File: src/rtl/core_pkg.sv
// Shared types for the 8085-class core sequencer: T-state codes, machine-cycle codes, decode-hint bit positions.
// Latency: n/a (types and constants only).
// Backpressure: n/a.
package core_pkg;

    localparam int TSTSIZE  = 3;
    localparam int MCYSIZE  = 2;
    localparam int INSTSIZE = 2;

    // Bit positions inside chk_inst
    localparam int INST_GO6 = 0;
    localparam int INST_DAD = 1;

    typedef enum logic [TSTSIZE-1:0] {
        T1   = 3'd0,
        T2   = 3'd1,
        T3   = 3'd2,
        T4   = 3'd3,
        T5   = 3'd4,
        T6   = 3'd5,
        TW   = 3'd6,
        HALT = 3'd7
    } tstate_t;

    typedef enum logic [MCYSIZE-1:0] {
        MC_FETCH = 2'd0,
        MC_READ  = 2'd1,
        MC_IDLE  = 2'd2,
        MC_HALT  = 2'd3
    } mcycle_t;

endpackage

File: src/rtl/core_seq_if.sv
// Sequencer <-> datapath/bus bundle: ready and decode hints in, strobes, enables and cycle status out.
// Latency: n/a (wiring only).
// Backpressure: ready stretches bus cycles with wait states; no other flow control.
// Ports: master = sequencer side, slave = datapath/bus side.
interface core_seq_if #(
    parameter int TSTSIZE  = core_pkg::TSTSIZE,
    parameter int MCYSIZE  = core_pkg::MCYSIZE,
    parameter int INSTSIZE = core_pkg::INSTSIZE
);
    logic                ready;
    logic [INSTSIZE-1:0] chk_inst;
    logic                op_imm;
    logic                op_halt;
    logic                ale;
    logic                rd_n;
    logic                enb_code;
    logic                enb_data;
    logic                enb_rreg;
    logic                enb_wreg;
    logic [TSTSIZE-1:0]  t_state;
    logic [MCYSIZE-1:0]  m_cycle;

    modport master (
        input  ready, chk_inst, op_imm, op_halt,
        output ale, rd_n, enb_code, enb_data, enb_rreg, enb_wreg, t_state, m_cycle
    );

    modport slave (
        output ready, chk_inst, op_imm, op_halt,
        input  ale, rd_n, enb_code, enb_data, enb_rreg, enb_wreg, t_state, m_cycle
    );
endinterface

File: src/rtl/core_seq.sv
// T-state / machine-cycle sequencer: opcode fetch (4/6 T), immediate read (3 T), two DAD bus-idle cycles, HALT.
// Latency: outputs are combinational from state registers (enb_rreg also from decode hints in T4/T6).
// Backpressure: ready=0 sampled at end of T2/TW inserts one TW per sample in fetch/read cycles.
// Ports: clk, rst_n (async active-low), bus (core_seq_if.master).
module core_seq
    import core_pkg::*;
(
    input  logic        clk,
    input  logic        rst_n,
    core_seq_if.master  bus
);

    tstate_t state_q, state_d;
    mcycle_t mcyc_q,  mcyc_d;
    logic    bi_cnt_q, bi_cnt_d;
    logic    wb_pend_q, wb_pend_d;

    logic go6, dad, imm, hlt;
    assign go6 = bus.chk_inst[INST_GO6];
    assign dad = bus.chk_inst[INST_DAD];
    assign imm = bus.op_imm;
    assign hlt = bus.op_halt;

    // Opcode fetch is complete when leaving T4 without GO6, or leaving T6.
    logic m1_done;
    assign m1_done = (state_q == T6) || ((state_q == T4) && !go6);

    // State register
    always_ff @(posedge clk or negedge rst_n) begin
        if (!rst_n) begin
            state_q   <= T1;
            mcyc_q    <= MC_FETCH;
            bi_cnt_q  <= 1'b0;
            wb_pend_q <= 1'b0;
        end else begin
            state_q   <= state_d;
            mcyc_q    <= mcyc_d;
            bi_cnt_q  <= bi_cnt_d;
            wb_pend_q <= wb_pend_d;
        end
    end

    // Next-state logic
    always_comb begin
        state_d   = state_q;
        mcyc_d    = mcyc_q;
        bi_cnt_d  = bi_cnt_q;
        wb_pend_d = wb_pend_q;
        case (state_q)
            T1: begin
                state_d = T2;
                // The write-back overlapping this fetch T1 is now done.
                if (mcyc_q == MC_FETCH) wb_pend_d = 1'b0;
            end
            T2: begin
                // Bus-idle cycles do not access memory, so ready is irrelevant there.
                if (mcyc_q == MC_IDLE || bus.ready) state_d = T3;
                else                                 state_d = TW;
            end
            TW: begin
                state_d = bus.ready ? T3 : TW;
            end
            T3: begin
                case (mcyc_q)
                    MC_FETCH: state_d = T4;
                    MC_READ: begin
                        state_d   = T1;
                        mcyc_d    = MC_FETCH;
                        wb_pend_d = 1'b1;
                    end
                    MC_IDLE: begin
                        state_d = T1;
                        if (!bi_cnt_q) begin
                            bi_cnt_d = 1'b1;
                        end else begin
                            bi_cnt_d  = 1'b0;
                            mcyc_d    = MC_FETCH;
                            wb_pend_d = 1'b1;
                        end
                    end
                    default: state_d = state_q;
                endcase
            end
            T4: begin
                if (go6) state_d = T5;
            end
            T5: state_d = T6;
            T6: state_d = T6;
            HALT: state_d = HALT;
            default: state_d = T1;
        endcase

        // Dispatch after the opcode fetch; priority halt > imm > dad.
        if (m1_done) begin
            if (hlt) begin
                state_d   = HALT;
                mcyc_d    = MC_HALT;
                wb_pend_d = 1'b0;
            end else if (imm) begin
                state_d = T1;
                mcyc_d  = MC_READ;
            end else if (dad) begin
                state_d  = T1;
                mcyc_d   = MC_IDLE;
                bi_cnt_d = 1'b0;
            end else begin
                state_d   = T1;
                mcyc_d    = MC_FETCH;
                wb_pend_d = 1'b1;
            end
        end
    end

    // Output decode
    logic ale_c, rd_c, code_c, data_c, rreg_c, wreg_c, mem_c;
    always_comb begin
        ale_c  = 1'b0;
        rd_c   = 1'b0;
        code_c = 1'b0;
        data_c = 1'b0;
        rreg_c = 1'b0;
        wreg_c = 1'b0;
        mem_c  = (mcyc_q == MC_FETCH) || (mcyc_q == MC_READ);
        case (state_q)
            T1: begin
                ale_c  = mem_c;
                wreg_c = (mcyc_q == MC_FETCH) && wb_pend_q;
            end
            T2, TW: rd_c = mem_c;
            T3: begin
                rd_c   = mem_c;
                code_c = (mcyc_q == MC_FETCH);
                data_c = (mcyc_q == MC_READ);
                rreg_c = (mcyc_q == MC_READ) || ((mcyc_q == MC_IDLE) && bi_cnt_q);
            end
            // Last T-state of a register-to-register instruction: no further cycles follow.
            T4: rreg_c = !go6 && !hlt && !imm && !dad;
            T6: rreg_c = !hlt && !imm && !dad;
            default: ;
        endcase
    end

    // Outputs are gated by rst_n so they take reset values the moment reset asserts.
    assign bus.ale      = rst_n & ale_c;
    assign bus.rd_n     = ~(rst_n & rd_c);
    assign bus.enb_code = rst_n & code_c;
    assign bus.enb_data = rst_n & data_c;
    assign bus.enb_rreg = rst_n & rreg_c;
    assign bus.enb_wreg = rst_n & wreg_c;
    assign bus.t_state  = rst_n ? state_q : T1;
    assign bus.m_cycle  = rst_n ? mcyc_q : MC_FETCH;

endmodule

File: src/flat_wrapper.sv
// flat-port wrapper written by rule: the top's interface ports become plain ports
module core_seq_flat import core_pkg::*;
  (clk, rst_n, bus_ready, bus_chk_inst, bus_op_imm, bus_op_halt, bus_ale, bus_rd_n, bus_enb_code, bus_enb_data, bus_enb_rreg, bus_enb_wreg, bus_t_state, bus_m_cycle);
  core_seq_if bus_i ();
  input  logic clk;
  input  logic rst_n;
  input wire logic [$bits(bus_i.ready)-1:0] bus_ready;
  input wire logic [$bits(bus_i.chk_inst)-1:0] bus_chk_inst;
  input wire logic [$bits(bus_i.op_imm)-1:0] bus_op_imm;
  input wire logic [$bits(bus_i.op_halt)-1:0] bus_op_halt;
  output wire logic [$bits(bus_i.ale)-1:0] bus_ale;
  output wire logic [$bits(bus_i.rd_n)-1:0] bus_rd_n;
  output wire logic [$bits(bus_i.enb_code)-1:0] bus_enb_code;
  output wire logic [$bits(bus_i.enb_data)-1:0] bus_enb_data;
  output wire logic [$bits(bus_i.enb_rreg)-1:0] bus_enb_rreg;
  output wire logic [$bits(bus_i.enb_wreg)-1:0] bus_enb_wreg;
  output wire logic [$bits(bus_i.t_state)-1:0] bus_t_state;
  output wire logic [$bits(bus_i.m_cycle)-1:0] bus_m_cycle;
  assign bus_i.ready = bus_ready;
  assign bus_i.chk_inst = bus_chk_inst;
  assign bus_i.op_imm = bus_op_imm;
  assign bus_i.op_halt = bus_op_halt;
  assign bus_ale = bus_i.ale;
  assign bus_rd_n = bus_i.rd_n;
  assign bus_enb_code = bus_i.enb_code;
  assign bus_enb_data = bus_i.enb_data;
  assign bus_enb_rreg = bus_i.enb_rreg;
  assign bus_enb_wreg = bus_i.enb_wreg;
  assign bus_t_state = bus_i.t_state;
  assign bus_m_cycle = bus_i.m_cycle;
  core_seq u_core (.clk(clk), .rst_n(rst_n), .bus(bus_i));
endmodule
File: config.mk
export PLATFORM = sky130hd
export DESIGN_NAME = core_seq_flat
export DESIGN_NICKNAME = d
export VERILOG_FILES = /design/src/rtl/core_pkg.sv /design/src/rtl/core_seq_if.sv /design/src/rtl/core_seq.sv /design/src/flat_wrapper.sv
export SDC_FILE = /design/constraint.sdc
export NUM_CORES = 1
export LEC_CHECK = 0
export ABC_CLOCK_PERIOD_IN_PS = 2350
export CORE_MARGIN = 2
export CORE_UTILIZATION = 45
export DETAILED_ROUTE_END_ITERATION = 8
export DONT_BUFFER_PORTS = 1
export GPL_TIMING_DRIVEN = 0
export PLACE_DENSITY = 0.68
export SKIP_CTS_REPAIR_TIMING = 1
export SLEW_MARGIN = 25
export SYNTH_ARGS = -nofsm -noshare
export SYNTH_HDL_FRONTEND = slang
export SYNTH_SLANG_ARGS = --single-unit
File: constraint.sdc
create_clock -name clk -period 2.35 [get_ports clk]
set_clock_uncertainty 0.15 [all_clocks]
set_input_delay 0.235 -clock clk [delete_from_list [all_inputs] [get_ports clk]]
set_output_delay 0.235 -clock clk [all_outputs]
set_load 0.02 [all_outputs]
Word level (Yosys, flattened, before mapping)

Cells that the tools add are included.

Flip-flop bits (word level): 7
Input bits: 7
Output and inout port bits: 11

Equality and inequality tests: 12
Mux-type cells: 37
Bitwise logic cells: 7
Reductions and logical operators: 25

Operators with widths:

| kind                                           | count |
|---|---|
| one-hot mux 3 bit (7 select lines)             | 1 |
| two-way mux 1 bit                              | 18 |
| two-way mux 3 bit                              | 6 |
| two-way mux 2 bit                              | 7 |
| == test 3 bit (second input constant)          | 4 |
| logical AND 1 bit                              | 8 |
| bitwise AND 1 bit                              | 6 |
| == test 3 x 2 -> 1 bit (second input constant) | 2 |
| one-hot mux 3 bit (2 select lines)             | 1 |
| zero test 1 bit                                | 4 |
| logical OR 1 bit                               | 4 |
| != test 4 x 2 -> 1 bit (second input constant) | 1 |
| one-hot mux 1 bit (2 select lines)             | 2 |
| one-hot mux 2 bit (2 select lines)             | 1 |
| OR reduction 2 bit                             | 2 |
| == test 3 x 1 -> 1 bit (second input constant) | 1 |
| zero test 3 bit                                | 1 |
| != test 3 x 1 -> 1 bit (second input constant) | 1 |
| != test 3 x 2 -> 1 bit (second input constant) | 1 |
| one-hot mux 1 bit (3 select lines)             | 1 |
| AND reduction 3 bit                            | 1 |
| nonzero test 3 bit                             | 1 |
| OR reduction 3 bit                             | 1 |
| == test 2 x 1 -> 1 bit (second input constant) | 1 |
| other kinds (5)                                | 5 |

Longest topological paths before layout

Gate-level depths: netlist of the first run.

Depth in word-level cells: 7
Depth in mapped cells: 5

Least setup slack after synthesis of the first run

Ideal clock, no wire load.

Kind: register -> output
Start: reg u_core.mcyc_q[1]
End: out bus_ale
Arrival time: 1.388 ns
Data required time: 1.965 ns
Path slack: 0.577 ns
Stages on the path, launching flop included: 5
Buffers on the path: 0
Cells stage by stage: dfrtp_1 -> inv_1 -> ha_1 -> o21ai_0 -> nor4_1

Word-level cells in the longest chain between the ends: 4
Elaborated cells between the ends (all ways): 5

Ends and longest elaborated chain:

| element                                                          | line               | RTL |
|---|---|---|
| start: declaration                                               | core_seq.sv:14     | `mcycle_t mcyc_q, mcyc_d;` |
| start signal: assignment                                         | core_seq.sv:37     | `mcyc_q <= mcyc_d;` |
| == test 2 x 1 -> 1 bit / zero test 2 bit (equally long branches) | core_seq.sv:123    | `mem_c = (mcyc_q == MC_FETCH) \|\| (mcyc_q == MC_READ);` |
| logical OR 1 bit *                                               | core_seq.sv:123    |  |
| two-way mux 1 bit *                                              | core_seq.sv:124    | `case (state_q)` |
| bitwise AND 1 bit *                                              | core_seq.sv:144    | `assign bus.ale = rst_n & ale_c;` |
| end: declaration                                                 | flat_wrapper.sv:11 | `output wire logic [$bits(bus_i.ale)-1:0] bus_ale;` |

Every way passes the cells marked *; elsewhere a longest branch is shown, timed or not.

Worst setup path in the final report of the first run

Ends and elaborated chain as after synthesis.

==> summary.txt, run 1 <==
Run status
  – Status: completed

Hold path
  – Hold WC Path Type: input pin to flip-flop
  – Worst hold path depth: 2
  – HP Start: bus_op_halt
  – Worst hold path endpoint: u_core.mcyc_q[1]

Floorplan
  – Die area: 1800 µm²
  – Initial Util: 0.498
  – CORE AREA: 1330 µm²
  – Chip width: 42.4 µm
  – Rows: 13
  – Die extent in y: 42.4 µm
  – I/O pin total: 18

Synth
  – Top post-synthesis cells by area: sky130_fd_sc_hd__dfrtp_1 26%, sky130_fd_sc_hd__ha_1 9.4%, sky130_fd_sc_hd__mux2i_1 6.0%, sky130_fd_sc_hd__nor2b_1 5.6%, sky130_fd_sc_hd__and2_1 4.7%
  – Commonest register cell after synthesis: sky130_fd_sc_hd__dfrtp_1
  – Top-area cell type share of the netlist area: 0.264
  – Synthesized Nets: 84
  – FFs w/ async S/R, synth: 1.00
  – Post-Synthesis Mean Instance Area: 9.23 µm²
  – Mapped Area: 664 µm²
  – Unique cell type count in the Yosys netlist: 34
  – Sequential share of the synthesized area: 0.264
  – Number of synthesized flops with an enable pin: 0
  – Flip-flop and latch count after synthesis: 7
  – Gate count after technology mapping: 72
  – Ys Warns: 0
  – Most area-hungry cell type in the Yosys netlist: sky130_fd_sc_hd__dfrtp_1

Route
  – 1st-pass router iterations: 4
  – Routed via count: 596
  – Vias per Instance: 6.34
  – Number of DRC violations after detailed-routing iteration 0: 15
  – DRC violations left: 0
  – Drt total wl: 1500 µm
  – Wirelength per Cell: 15.9 µm
  – Post-DRT Antenna Nets: 0

Cells and area
  – Post-synthesis to final-layout area growth: 11.3%
  – Final layout net count: 92
  – # diodes: 0
  – Fraction of layout cells with a size suffix above 1: 0.114
  – Fillers: 116

Global route
  – Number of global-route vias before repair: 536
  – Initial antenna violation count: 0
  – Global-route wire length before repair: 2570 µm
  – GRT overflow: 0
  – Pin count of the biggest net entering global routing: 11
  – Overall routing resource usage: 0.188

Setup path
  – Worst R2R Path Depth: 5
  – Launch instance of the worst register-to-register path: u_core.mcyc_q[0]
  – WP data arrival: 1.83 ns
  – Worst setup slack for register-to-register paths: 0.74 ns
  – Data required time at the worst endpoint: 1.97 ns
  – Element type at the critical path start: flip-flop
  – Capturing point of the worst reg2reg path: u_core.wb_pend_q
  – Critical Path End Type: output port
  – Kind of critical path: flip-flop to output port
  – Maximum fanout along the worst path: 5

Clocking
  – Maximum buffer depth of the clock tree: 2
  – Total clock buffers created by CTS: 3
  – Clock transition at path regs: 0.05 ns
  – Clock latency reported for the late side of the worst-skew pair: 0.27 ns
  – CTS tree: yes
  – Clock H-tree levels: 1
  – Clock sinks: 7
  – Root buffer cell: sky130_fd_sc_hd__clkbuf_4

Power
  – Fraction of power consumed by the clock network: 0.118
  – Switching power summed over all nets: 480 µW
  – P per Cell Area: 1360 nW/µm²
  – Worst-case vdd ir drop: 0.649 mV
  – Combinational power share: 0.599
  – Int Power: 528 µW
  – Portion of total power attributed to sequential cells: 0.283
  – P_leak: 0.000346 µW
  – Switch share: 0.476

Timing
  – Sum of negative setup slack: 0 ns
  – Count of final setup violators: 0
  – Final Hold Violating Endpoints: 0
  – Tmin final: 2.22 ns
  – Slew at the pin closest to its max-slew limit: 0.889 ns
  – Top achievable clock speed: 451 MHz
  – Final slew viol count: 0
  – Fraction of the cycle the final worst path needs: 0.943
  – RSZ-0062 raised after global routing: no
  – Worst-case hold slack: 0.0222 ns
  – Worst relative slew slack: 0.402

Placement
  – Post-DP HPWL: 1090 µm
  – Global placement routability congestion: 0.847
  – Port Buffers: 0

Job
  – Reported max-cap violation count: 0
## cells in the mapped netlist, types with 3 or more instances
cell type and count:
sky130_fd_sc_hd__mux2i_1 4, sky130_fd_sc_hd__o21bai_1 4, sky130_fd_sc_hd__and2_1 5, sky130_fd_sc_hd__inv_1 5, sky130_fd_sc_hd__nor2b_1 6, sky130_fd_sc_hd__dfrtp_1 7, sky130_fd_sc_hd__ha_1 5, sky130_fd_sc_hd__o21ai_0 3
## kinds of logic (layout without fill, tap and decap cells)
group	count (synthesis)	count (layout)	synth area share
AOI/OAI and AO/OA	24	24	0.275
and+or+nand+nor	23	23	0.241
buffers and inverters	9	16	0.0659
DFF	7	7	0.264
adders and majority gates	5	5	0.0942
muxes	4	4	0.0603
## metal layers
metal,share of wire,track usage,vias to the layer above
met2,0.41,0.249,24
met3,0.072,0.0345,5
li1,-,-,285
met4,0.027,0.0938,0
met5,0,0,-
met1,0.49,0.283,282
## state kept, by name, indices dropped and copies added (netlist names)
name / cells
u_core.wb_pend_q: 1
u_core.mcyc_q: 2
u_core.bi_cnt_q: 1
u_core.state_q: 3
## worst max path at each step
stage                      from           end  slack (ns)
2_1_floorplan  u_core.mcyc_q[1]       bus_ale        0.58
6_report       u_core.mcyc_q[1]       bus_ale        0.13
5_1_grt        u_core.mcyc_q[0]  bus_enb_wreg        0.02
3_5_place_dp   u_core.mcyc_q[1]       bus_ale        0.42
3_3_place_gp   u_core.mcyc_q[1]       bus_ale        0.44
4_1_cts        u_core.mcyc_q[1]       bus_ale        0.14
## power groups by stage
stage	clock (µW)	combinational, µW	sequential, µW
after floorplan	0	507	258
after global placement	0	585	284
after detailed placement	0	593	284
after CTS	119	596	282
after global routing	122	669	304
final	119	604	285
## stage by stage
step,cells,total power [µW],worst slack (ns),util,area [µm²]
finish,94,1010,0.135,0.554,739
global route,94,1090,0.0242,0.554,739
CTS,91,997,0.142,0.532,709
detailed placement,87,877,0.422,0.512,683
global placement,87,869,0.437,0.512,683
floorplan,72,765,0.577,-,664
## critical path: stages (launching register included)
cell and delay [ns]:
sky130_fd_sc_hd__dfrtp_1 0.43, sky130_fd_sc_hd__inv_1 0.10, sky130_fd_sc_hd__ha_1 0.21, sky130_fd_sc_hd__o21ai_0 0.13, sky130_fd_sc_hd__nor4_1 0.70
## cell usage in the layout, fill, tap and decap left out, types with 2 or more instances in the layout
master / netlist / routed
sky130_fd_sc_hd__dfrtp_1: 7 / 7
sky130_fd_sc_hd__nor2b_1: 6 / 6
sky130_fd_sc_hd__inv_1: 5 / 5
sky130_fd_sc_hd__and2_1: 5 / 5
sky130_fd_sc_hd__ha_1: 5 / 5
sky130_fd_sc_hd__o21bai_1: 4 / 4
sky130_fd_sc_hd__mux2i_1: 4 / 4
sky130_fd_sc_hd__o21ai_0: 3 / 3
sky130_fd_sc_hd__clkbuf_4: 0 / 3
sky130_fd_sc_hd__dlygate4sd3_1: 0 / 3
sky130_fd_sc_hd__buf_2: 2 / 2
sky130_fd_sc_hd__clkbuf_1: 1 / 2
sky130_fd_sc_hd__nor4_1: 2 / 2
sky130_fd_sc_hd__and3_1: 2 / 2
sky130_fd_sc_hd__nor2_1: 2 / 2
sky130_fd_sc_hd__o211ai_1: 2 / 2
sky130_fd_sc_hd__a22oi_1: 2 / 2
sky130_fd_sc_hd__a21oi_1: 2 / 2
## area by class of cell
class                           instances  area [µm²]  share of cell area
Buffer                                  4        25.0              0.0338
Sequential cell                         7         175               0.237
Multi-Input combinational cell         56         445               0.602
Tap cell                               15        18.8              0.0254
Inverter                                5        18.8              0.0254
Clock buffer                            4        26.3              0.0355
Timing Repair Buffer                    3        30.0              0.0406
Power figures use the tool's default switching activity.
==> inputs of run 2 (changes only) <==
CORE_MARGIN = not set   (was 2)
RECOVER_POWER = 25   (was not set)
==> summary.txt, run 2 (synthesis gave the netlist of run 1 again) <==
Clocking
  – Clock sinks: 7 (unchanged)
  – Root buffer cell: sky130_fd_sc_hd__clkbuf_4 (unchanged)
  – Maximum buffer depth of the clock tree: 2 (unchanged)
  – Total clock buffers created by CTS: 3 (unchanged)
  – CTS tree: yes (unchanged)
  – Clock latency reported for the late side of the worst-skew pair: 0.25 ns (was 0.27 ns)
  – Clock transition at path regs: 0.05 ns (about the same)
  – Clock H-tree levels: 1 (unchanged)

Floorplan
  – Die area: 1630 µm² (was 1800 µm²)
  – Chip width: 40.4 µm (was 42.4 µm)
  – Die extent in y: 40.4 µm (was 42.4 µm)
  – Initial Util: 0.498 (unchanged)
  – Rows: 13 (unchanged)
  – I/O pin total: 18 (unchanged)
  – CORE AREA: 1330 µm² (unchanged)

Hold path
  – Hold WC Path Type: input pin to flip-flop (unchanged)
  – Worst hold path endpoint: u_core.mcyc_q[1] (unchanged)
  – HP Start: bus_op_halt (unchanged)
  – Worst hold path depth: 2 (unchanged)

Route
  – Number of DRC violations after detailed-routing iteration 0: 6 (was 15)
  – Vias per Instance: 6.12 (was 6.34)
  – DRC violations left: 0 (unchanged)
  – Wirelength per Cell: 15.8 µm (was 15.9 µm)
  – 1st-pass router iterations: 4 (unchanged)
  – Routed via count: 575 (was 596)
  – Drt total wl: 1480 µm (was 1500 µm)
  – Post-DRT Antenna Nets: 0 (unchanged)

Cells and area
  – Fraction of layout cells with a size suffix above 1: 0.127 (was 0.114)
  – Final layout net count: 92 (unchanged)
  – Most frequent cells in the layout: 7 x sky130_fd_sc_hd__dfrtp_1, 6 x sky130_fd_sc_hd__nor2b_1, 5 x sky130_fd_sc_hd__inv_1, 5 x sky130_fd_sc_hd__and2_1, 5 x sky130_fd_sc_hd__ha_1 (unchanged)
  – Post-layout util: 0.559 (was 0.554)
  – Number of flip-flops under the largest register name: 3 (unchanged)
  – # diodes: 0 (unchanged)
  – Most common library cell in the layout ignoring fill and taps: sky130_fd_sc_hd__dfrtp_1 (unchanged)
  – Top Registers: u_core.state_q (3), u_core.mcyc_q (2) (unchanged)
  – Fillers: 119 (was 116)
  – Final Cell Area: 746 µm² (was 739 µm²)
  – Post-synthesis to final-layout area growth: 12.2% (was 11.3%)
  – Largest register by flop count: u_core.state_q (unchanged)

Global route
  – GRT overflow: 0 (unchanged)
  – Initial antenna violation count: 0 (unchanged)
  – Number of global-route vias before repair: 466 (was 536)
  – Pin count of the biggest net entering global routing: 11 (unchanged)
  – Overall routing resource usage: 0.193 (was 0.188)
  – Global-route wire length before repair: 2060 µm (was 2570 µm)

Timing
  – Count of final setup violators: 0 (unchanged)
  – Worst-case hold slack: 0.0219 ns (was 0.0222 ns)
  – Slew at the pin closest to its max-slew limit: 0.912 ns (was 0.889 ns)
  – Top achievable clock speed: 465 MHz (was 451 MHz)
  – Sum of negative setup slack: 0 ns (unchanged)
  – Tmin final: 2.15 ns (was 2.22 ns)
  – Final Hold Violating Endpoints: 0 (unchanged)
  – Fraction of the cycle the final worst path needs: 0.914 (was 0.943)
  – Final slew viol count: 0 (unchanged)
  – Worst relative slew slack: 0.387 (was 0.402)
  – RSZ-0062 raised after global routing: no (unchanged)

Run status
  – Status: completed (unchanged)

Setup path
  – WP data arrival: 1.76 ns (was 1.83 ns)
  – Cell family contributing the most delay on the critical path: simple AND/OR/NAND/NOR gates (unchanged)
  – Data required time at the worst endpoint: 1.97 ns (about the same)
  – Crit path from: u_core.mcyc_q[1] (unchanged)
  – Slowest CP cell: sky130_fd_sc_hd__nor4_1 (unchanged)
  – Critical Path End Type: output port (unchanged)
  – Capturing point of the worst reg2reg path: u_core.mcyc_q[0] (was u_core.wb_pend_q)
  – Launch instance of the worst register-to-register path: u_core.mcyc_q[1] (was u_core.mcyc_q[0])
  – WP buf/inv: 1 (unchanged)
  – Maximum fanout along the worst path: 5 (unchanged)
  – Delay of the slowest critical-path stage: 0.71 ns (was 0.70 ns)
  – Worst R2R Path Depth: 5 (unchanged)
  – Element type at the critical path start: flip-flop (unchanged)
  – Worst setup slack for register-to-register paths: 0.76 ns (was 0.74 ns)
  – Kind of critical path: flip-flop to output port (unchanged)
  – Cells along the critical path: inv_1 > ha_1 > nand3_1 > nor4_1 (was inv_1 > ha_1 > o21ai_0 > nor4_1)

Placement
  – Port Buffers: 0 (unchanged)
  – Placed Area: 683 µm² (unchanged)
  – Global placement routability congestion: 0.733 (was 0.847)
  – Post-DP HPWL: 1060 µm (was 1090 µm)

Power
  – Switching power summed over all nets: 477 µW (was 480 µW)
  – P_leak: 0.000346 µW (about the same)
  – Combinational power share: 0.609 (was 0.599)
  – Fraction of power consumed by the clock network: 0.109 (was 0.118)
  – P per Cell Area: 1350 nW/µm² (was 1360 nW/µm²)
  – Switch share: 0.474 (was 0.476)
  – Int Power: 530 µW (was 528 µW)
  – Portion of total power attributed to sequential cells: 0.282 (was 0.283)
  – Worst-case vdd ir drop: 0.544 mV (was 0.649 mV)

Job
  – Reported max-cap violation count: 0 (unchanged)
[run 2: changes by cell type in the layout (fill, tap and decap cells not counted)]
| cell | change |
|---|---|
| sky130_fd_sc_hd__nor4_1 | -1 |
| sky130_fd_sc_hd__nor4_2 | +1 |
[run 2: worst max-delay path by stage]
| stage | end | slack, ns | cells after the start |
|---|---|---|---|
| finish | bus_enb_wreg | 0.20 | 4 |
| detailed placement | bus_ale | 0.42 | 4 |
| global placement | bus_ale | 0.45 | 4 |
| floorplan | bus_ale | 0.58 | 4 |
| global route | bus_enb_wreg | 0.13 | 4 |
| CTS | bus_ale | 0.15 | 4 |
[run 2: per-stage QoR]
step           total power, µW  cells  setup WS, ns
6_report                  1010     94         0.201
5_1_grt                   1090     94         0.134
4_1_cts                    995     91         0.151
3_5_place_dp               879     87         0.422
3_3_place_gp               865     87         0.449
2_1_floorplan              765     72         0.577
[run 2: power groups by stage]
stage               sequential (µW)  combinational, µW  clock (µW)
floorplan                       258                507           0
global placement                280                584           0
detailed placement              284                595           0
CTS                             282                599         114
global route                    298                673         121
finish                          284                613         110
[run 2: layout make-up]
type                    instances  area (µm²)  area share
repair buffers                  3        30.0      0.0403
inverters                       5        18.8      0.0252
clock buffers                   4        26.3      0.0352
flip-flops and latches          7         175       0.235
well taps                      15        18.8      0.0252
plain buffers                   4        25.0      0.0336
multi-input cells              56         452       0.606
[run 2: per-layer routing]
layer / global-route usage / part of all wire / wire [µm] / up-vias
li1: - / - / - / 280
met1: 0.259 / 0.49 / 733 / 274
met2: 0.302 / 0.44 / 650 / 19
met3: 0.0222 / 0.057 / 84 / 2
met4: 0.100 / 0.0094 / 14 / 0
met5: 0 / 0 / 0 / -
